==> config.mk <==
export PLATFORM = sky130hd
export DESIGN_NAME = fp16_add_sched
export DESIGN_NICKNAME = d
export VERILOG_FILES = /design/src/rtl/fp16_add_sched.sv
export SDC_FILE = /design/constraint.sdc
export NUM_CORES = 1
export LEC_CHECK = 0
export ABC_AREA = 1
export CAP_MARGIN = 20
export CORE_ASPECT_RATIO = 1.2
export CORE_MARGIN = 2
export CORE_UTILIZATION = 45
export CTS_CLUSTER_DIAMETER = 40
export DETAILED_ROUTE_END_ITERATION = 10
export HOLD_SLACK_MARGIN = 0.08
export PLACE_DENSITY = 0.87
export SLEW_MARGIN = 20
export SYNTH_ARGS = -nofsm -noshare
export SYNTH_HDL_FRONTEND = slang
export SYNTH_SLANG_ARGS = --single-unit
==> constraint.sdc <==
create_clock -name clk -period 7.2 [get_ports clk]
set_input_delay 1.8 -clock clk [delete_from_list [all_inputs] [get_ports clk]]
set_output_delay 1.8 -clock clk [all_outputs]
set_load 0.01 [all_outputs]
==> src/rtl/fp16_add_sched.sv <==
// Round-robin scheduler sharing one pipelined FP16 adder among NREQ
// requesters, with per-requester credits and a fixed-latency tag pipe.
module fp16_add_sched #(
  parameter int NREQ    = 4,
  parameter int LAT     = 3,
  parameter int MAX_OUT = 2
) (
  input  logic              clk,
  input  logic              rst,
  input  logic [NREQ-1:0]   req_valid,
  output logic [NREQ-1:0]   req_ready,
  input  logic [NREQ*16-1:0] req_a,
  input  logic [NREQ*16-1:0] req_b,
  input  logic [NREQ-1:0]   req_sub,
  input  logic [NREQ*2-1:0] req_rm,
  output logic              add_valid,
  output logic [15:0]       add_a,
  output logic [15:0]       add_b,
  output logic              add_sub,
  output logic [1:0]        add_rm,
  input  logic [15:0]       add_result,
  output logic [NREQ-1:0]   rsp_valid,
  output logic [15:0]       rsp_data,
  output logic              busy
);

  localparam int IW = $clog2(NREQ);

  logic [IW-1:0]   ptr;
  logic [IW-1:0]   gid;
  logic [IW-1:0]   add_id;
  logic            gnt;
  logic [NREQ-1:0] elig;
  logic [2:0]      cnt [NREQ];
  logic [LAT-1:0]  tv;
  logic [IW-1:0]   tid [LAT];
  logic [IW:0]     sum;
  logic [IW-1:0]   idx;

  // A requester may compete only while it has a free credit
  always_comb begin
    for (int i = 0; i < NREQ; i++) begin
      elig[i] = req_valid[i] && (cnt[i] < 3'(MAX_OUT));
    end
  end

  // Round-robin search starting at ptr, wrapping at NREQ
  always_comb begin
    gnt       = 1'b0;
    gid       = '0;
    sum       = '0;
    idx       = '0;
    req_ready = '0;
    for (int k = 0; k < NREQ; k++) begin
      sum = {1'b0, ptr} + (IW+1)'(k);
      if (sum >= (IW+1)'(NREQ)) sum = sum - (IW+1)'(NREQ);
      idx = sum[IW-1:0];
      if (!gnt && elig[idx]) begin
        gnt = 1'b1;
        gid = idx;
      end
    end
    if (rst) gnt = 1'b0;
    if (gnt) req_ready[gid] = 1'b1;
  end

  // Issue register: capture the granted operands, advance the RR pointer
  always_ff @(posedge clk) begin
    if (rst) begin
      ptr       <= '0;
      add_valid <= 1'b0;
      add_a     <= '0;
      add_b     <= '0;
      add_sub   <= 1'b0;
      add_rm    <= '0;
      add_id    <= '0;
    end else begin
      add_valid <= gnt;
      if (gnt) begin
        ptr     <= (gid == IW'(NREQ-1)) ? '0 : gid + 1'b1;
        add_a   <= req_a[16*gid +: 16];
        add_b   <= req_b[16*gid +: 16];
        add_sub <= req_sub[gid];
        add_rm  <= req_rm[2*gid +: 2];
        add_id  <= gid;
      end
    end
  end

  // Tag pipe tracks which requester owns each op inside the adder
  always_ff @(posedge clk) begin
    if (rst) begin
      tv <= '0;
      for (int s = 0; s < LAT; s++) tid[s] <= '0;
    end else begin
      tv[0]  <= add_valid;
      tid[0] <= add_id;
      for (int s = 1; s < LAT; s++) begin
        tv[s]  <= tv[s-1];
        tid[s] <= tid[s-1];
      end
    end
  end

  // Register the adder result and strobe the owning requester
  always_ff @(posedge clk) begin
    if (rst) begin
      rsp_valid <= '0;
      rsp_data  <= '0;
    end else begin
      rsp_valid <= '0;
      if (tv[LAT-1]) begin
        rsp_valid[tid[LAT-1]] <= 1'b1;
        rsp_data              <= add_result;
      end
    end
  end

  // Credits: take one on accept, return one on response
  always_ff @(posedge clk) begin
    if (rst) begin
      for (int i = 0; i < NREQ; i++) cnt[i] <= '0;
    end else begin
      for (int i = 0; i < NREQ; i++) begin
        unique case ({gnt && (gid == IW'(i)), rsp_valid[i]})
          2'b10:   cnt[i] <= cnt[i] + 3'd1;
          2'b01:   cnt[i] <= cnt[i] - 3'd1;
          default: cnt[i] <= cnt[i];
        endcase
      end
    end
  end

  assign busy = add_valid | (|tv) | (|rsp_valid);

endmodule
Word level (Yosys, flattened, before mapping). Memory sizes are Yosys's and may differ from the RTL's. Index checks and enable logic that the tools add are counted.

Add/subtract/negate cells: 16. Multiply operators: 0. Divide/modulo/power cells: 0. $lt $le $gt $ge: 16. Equality and inequality tests: 11. Shifts and indexed selects: 3. Mux-type cells: 83. Bitwise logic cells: 18. Reduce and logical (&&, ||, !) cells: 24.

Operators with widths (number): indexed part select 64 x 7 -> 16 bit (2); 2-to-1 mux 1 bit (51); 2-to-1 mux 3 bit (12); 2-to-1 mux 2 bit (12); < comparator 2 x 3 -> 1 bit, second input constant (6); OR 1 bit (17); logical AND 1 bit (13); adder 3 x 1 -> 3 bit, second input constant (4); == test 2 bit, second input constant (6); < comparator 3 x 2 -> 1 bit, second input constant (4); subtractor 3 x 1 -> 3 bit, second input constant (4); binary-select mux 1 bit (select 2 bit) (5); == test 2 x 1 -> 1 bit, second input constant (5); OR reduction 2 bit (5); greater-or-equal comparator 3 bit, second input constant (3); indexed part select 8 x 4 -> 2 bit (1); subtractor 2 x 1 -> 2 bit, second input constant (4); adder 2 x 2 -> 3 bit, second input constant (2); demux 1 bit (select 2 bit) (2); greater-or-equal comparator 2 x 1 -> 1 bit, second input constant (2); 2-to-1 mux 4 bit (1); OR reduction 4 bit (1); adder 2 x 1 -> 3 bit, second input constant (1); greater-or-equal comparator 2 x 3 -> 1 bit, second input constant (1); 5 further kinds (7).

Register bits after elaboration: 63. Latch bits: 0. Bits in writable memories: 18. Memory bits (read-only): 0. Logic and storage cells: 183. Memories kept: 2.

Memories: cnt (depth 4, bits a word 3, rd ports 4, clocked after Yosys merged registers in 0, wr ports 4, line 34) `logic [2:0] cnt [NREQ];`; tid (depth 3, bits a word 2, rd ports 3, clocked after Yosys merged registers in 0, wr ports 3, line 36) `logic [IW-1:0] tid [LAT];`.

Longest topological paths before layout. An unclocked memory read counts as a cell.

Depth after elaboration: 24. Gate-level depth with buffers: 23. Depth with buffers taken out: 22.

Least setup slack after synthesis. Ideal clock, no wire load.

Path kind: input -> output. From: input req_valid[2]. To: output req_ready[3]. Arrival: 3.105 ns. Required time: 5.400 ns. Setup slack: 2.295 ns. Cell stages on the path: 12. Buffers on the path: 2. Cells stage by stage: nand3_1 > nand2_1 > nor2_2 > nand2_2 > nor2_1 > inv_1 > nand3_2 > buf_4 > buf_4 > ha_1 > inv_1 > nor2_1.

Cells in the longest elaborated chain, start to end: 18.

RTL lines: start, declared (line 10) `input logic [NREQ-1:0] req_valid,`; logical AND 1 bit * (line 43) `elig[i] = req_valid[i] && (cnt[i] < 3'(MAX_OUT));`; binary-select mux 1 bit (select 2 bit) (line 58) `if (!gnt && elig[idx]) begin`; 2-to-1 mux 1 bit (not written as such) (line 58); 2-to-1 mux 1 bit (line 58); zero test 1 bit (line 58); logical AND 1 bit (line 58); 2-to-1 mux 1 bit (line 58); zero test 1 bit (line 58); (+2 left out); zero test 1 bit (line 58); logical AND 1 bit (line 58); 2-to-1 mux 2 bit (line 58); < comparator 2 x 3 -> 1 bit (not written as such) / greater-or-equal comparator 2 x 1 -> 1 bit (equally long branches) (line 64) `if (gnt) req_ready[gid] = 1'b1;`; logical AND 1 bit (not written as such) (line 64); 2-to-1 mux 1 bit (not written as such) (line 64); demux 1 bit (select 2 bit) (line 64); 2-to-1 mux 4 bit * (line 64); end, declared (line 11) `output logic [NREQ-1:0] req_ready,`.

Every way passes the cells marked *; elsewhere a longest branch is shown, timed or not. The select of a mux whose other input is x is not followed.

Final worst setup path.
From: input req_valid[2]. To: output req_ready[1].

The elaborated chain is that of the path after synthesis.

==> out/results.txt <==
WL final: 17400 um
MaxCap Viol Count: 0
routability congestion estimate: 0.953
vias post-DR: 5663
final clock skew: 0.00686 ns
Cell variety after synth: 31
critical path cell sequence: clkdlybuf4s50_1 -> nand3_1 -> nand3_1 -> nand2_1 -> nand2_1 -> nand2_1 -> nand2_1 -> nand3_2 -> inv_2 -> nand3_1 -> inv_1 -> clkdlybuf4s50_1
critical path type: input port to primary output
die width: 97.5 um
Total GRT Usage: 29.6%
CP startpoint kind: input port
Initial DRC Count: 481
TNS Setup: 0 ns
most frequent cells after synthesis: 261 x nand3_1, 69 x dfxtp_1, 66 x nand2_1, 63 x nor2_1, 42 x inv_1
status: finished clean
largest net degree at the start of global routing: 71
top_reg_cell synth: dfxtp_1
CTS tree: built
crit path buf inv count: 4
Mean Syn Cell Area: 6.94 sq um
post-layout min period: 6.23 ns
latest clock arrival within the worst-skew pair: 0.33 ns
max incr delay on CP: 0.54 ns
Final period util: 86.6%
CTS resizes: 0
Yosys reg bits: 81
FMAX: 160 MHz
DRC: 0
Cell Pwr Density: 338 nW/um^2
Inserted Clock Buffers: 9
Critical-path top delay cell: clkdlybuf4s50_1
most frequent cell after synthesis: nand3_1
initial core utilization: 46.7%
dpl hpwl: 12600 um
leakage: 2.87 nW
vias in the first global route: 5528
total congestion overflow: 0
EDFF count, synth: 12
first-pass GRT wire length: 27100 um
clock tree root driver cell: clkbuf_16
syn nets: 856
Largest delay share family, worst path: buffers and inverters
Core Util, Final: 71.0%
Placement Rows: 40
met3 WL: 1660 um
final slew viol count: 0
Setup-failing EPs final: 0
Min Hold Slack: 0.416 ns
worst-margin pin slew: 0.750 ns
P&R area growth vs syn: 52.2%
area of the die: 11300 sq um
slew margin rel.: 50.0%
CORE AREA: 10100 sq um
Worst-path clk slew: 0.06 ns
fill cell count: 796
Sink Count: 81
synthesized area: 4720 sq um
wire length on met2: 8340 um
clk buf depth: 2
crit-path max FO: 38
H-tree depth: 3
Post-synth ARST share: 0%
YS warnings: 0
Arr. time, crit path: 4.43 ns
I/O pins: 223
VDD IR-drop max: 0.340 mV
Final Hold Viols: 0
# hold bufs at CTS: 0
Final #Nets: 1044
HP Class: flip-flop to flip-flop
drt via density: 5.66
unrepaired setup endpoints after global routing: false
leading post-synthesis cells by cell area: dfxtp_1 29%, nand3_1 28%, edfxtp_1 7.6%, nand2_1 5.3%, nor2_1 5.0%
CP dominant cell by count: nand2_1
critical path required time: 5.40 ns
DRT Pass-1 Iters: 6
top layer in use: met4
top cell type's share of synthesized area: 29.3%
Routed WL per cell: 17.4 um
die height: 116 um
post-route ant nets: 0
sequential-to-total area share from yosys stat: 36.9%
initial antenna violation count: 1
M1 WL: 6540 um
PortBufs: 222
Crit. End Element: primary output
Setup Buffers After CTS: 0
layout cells sized above 1: 4.47%
leading area contributor after synthesis: dfxtp_1
Post-Synthesis Cells: 680
==> layer usage <==
layer  vias to the layer above  GRT usage [%]
met5                         -              0
met4                         0           17.0
met3                        50           8.92
met2                       310           50.0
met1                      2603           33.6
li1                       2700              -
==> final timing paths <==
kind | startpoint | end | slack (ns) | depth (start not counted)
worst max-delay path | req_valid[2] | req_ready[1] | 0.97 | 12
worst min-delay path | tid[0][3]$_SDFF_PP0_ | tid[0][5]$_SDFF_PP0_ | 0.42 | 2
worst max register to register | ptr[0]$_SDFFE_PP0P_ | cnt[0][2]$_SDFFCE_PN0P_ | 3.49 | 22
worst min register to register | tid[0][3]$_SDFF_PP0_ | tid[0][5]$_SDFF_PP0_ | 0.42 | 2
==> where the power goes <==
group	internal, mW	total (mW)	switching, mW
clock network	0.268	0.453	0.184
registers	0.556	0.605	0.0493
logic	0.514	1.37	0.856
==> final cells by class <==
class	instances	area [sq um]	area share, %
clock buffers	9	225	3.14
flip-flops and latches	81	1740	24.3
multi-input cells	498	2520	35.1
well taps	126	158	2.20
repair buffers	231	2280	31.8
clock inverters	7	68.8	0.958
inverters	47	178	2.47
diodes	1	2.50	0.0348
==> placed cells by master, fill, tap and decap left out, drive strengths merged, types with 2 or more instances in the layout <==
cell             n
a21oi           39
buf             10
clkbuf           9
clkdlybuf4s50  221
clkinv           5
dfxtp           69
edfxtp          12
fa               3
ha              11
inv             47
nand2           71
nand3          263
nand4            2
nor2            65
nor3             6
o21ai           25
o31ai            2
xnor2            5
==> cells by family (layout without fill, tap and decap cells) <==
| group | count (synthesis) | in the layout | synth area share [%] |
|---|---|---|---|
| AND/OR/NAND/NOR | 409 | 409 | 40.5 |
| buffers and inverters | 101 | 294 | 9.71 |
| flip-flops | 81 | 81 | 36.9 |
| AO/OA/AOI/OAI | 69 | 69 | 7.56 |
| adder cells (fa/ha/maj) | 14 | 14 | 4.19 |
| XOR/XNOR | 6 | 6 | 1.11 |
| other | 0 | 1 | 0 |
==> through the flow <==
step,setup WS (ns),power (mW),cell area [sq um],std cells
2_1_floorplan,2.30,1.54,4720,680
3_3_place_gp,1.11,1.91,6880,983
3_5_place_dp,0.968,1.96,6880,983
4_1_cts,0.956,2.42,7180,999
5_1_grt,0.761,2.59,7180,1000
6_report,0.967,2.43,7180,1000
==> sequential cells by signal, indices dropped and copies added, names as in the netlist <==
name and cells:
cnt 12, rsp_valid 4, add_rm 2, rsp_data 16, add_sub 1, add_id 2, tid 6, add_a 16
tv 3, ptr 2, add_valid 1, add_b 16
==> tightest hold or removal path, cell delays in order, from the launching register on <==
cell and delay (ns):
dfxtp_1 0.30, inv_1 0.05, nor2_1 0.03
No activity file was read; power rests on OpenSTA's default activity.
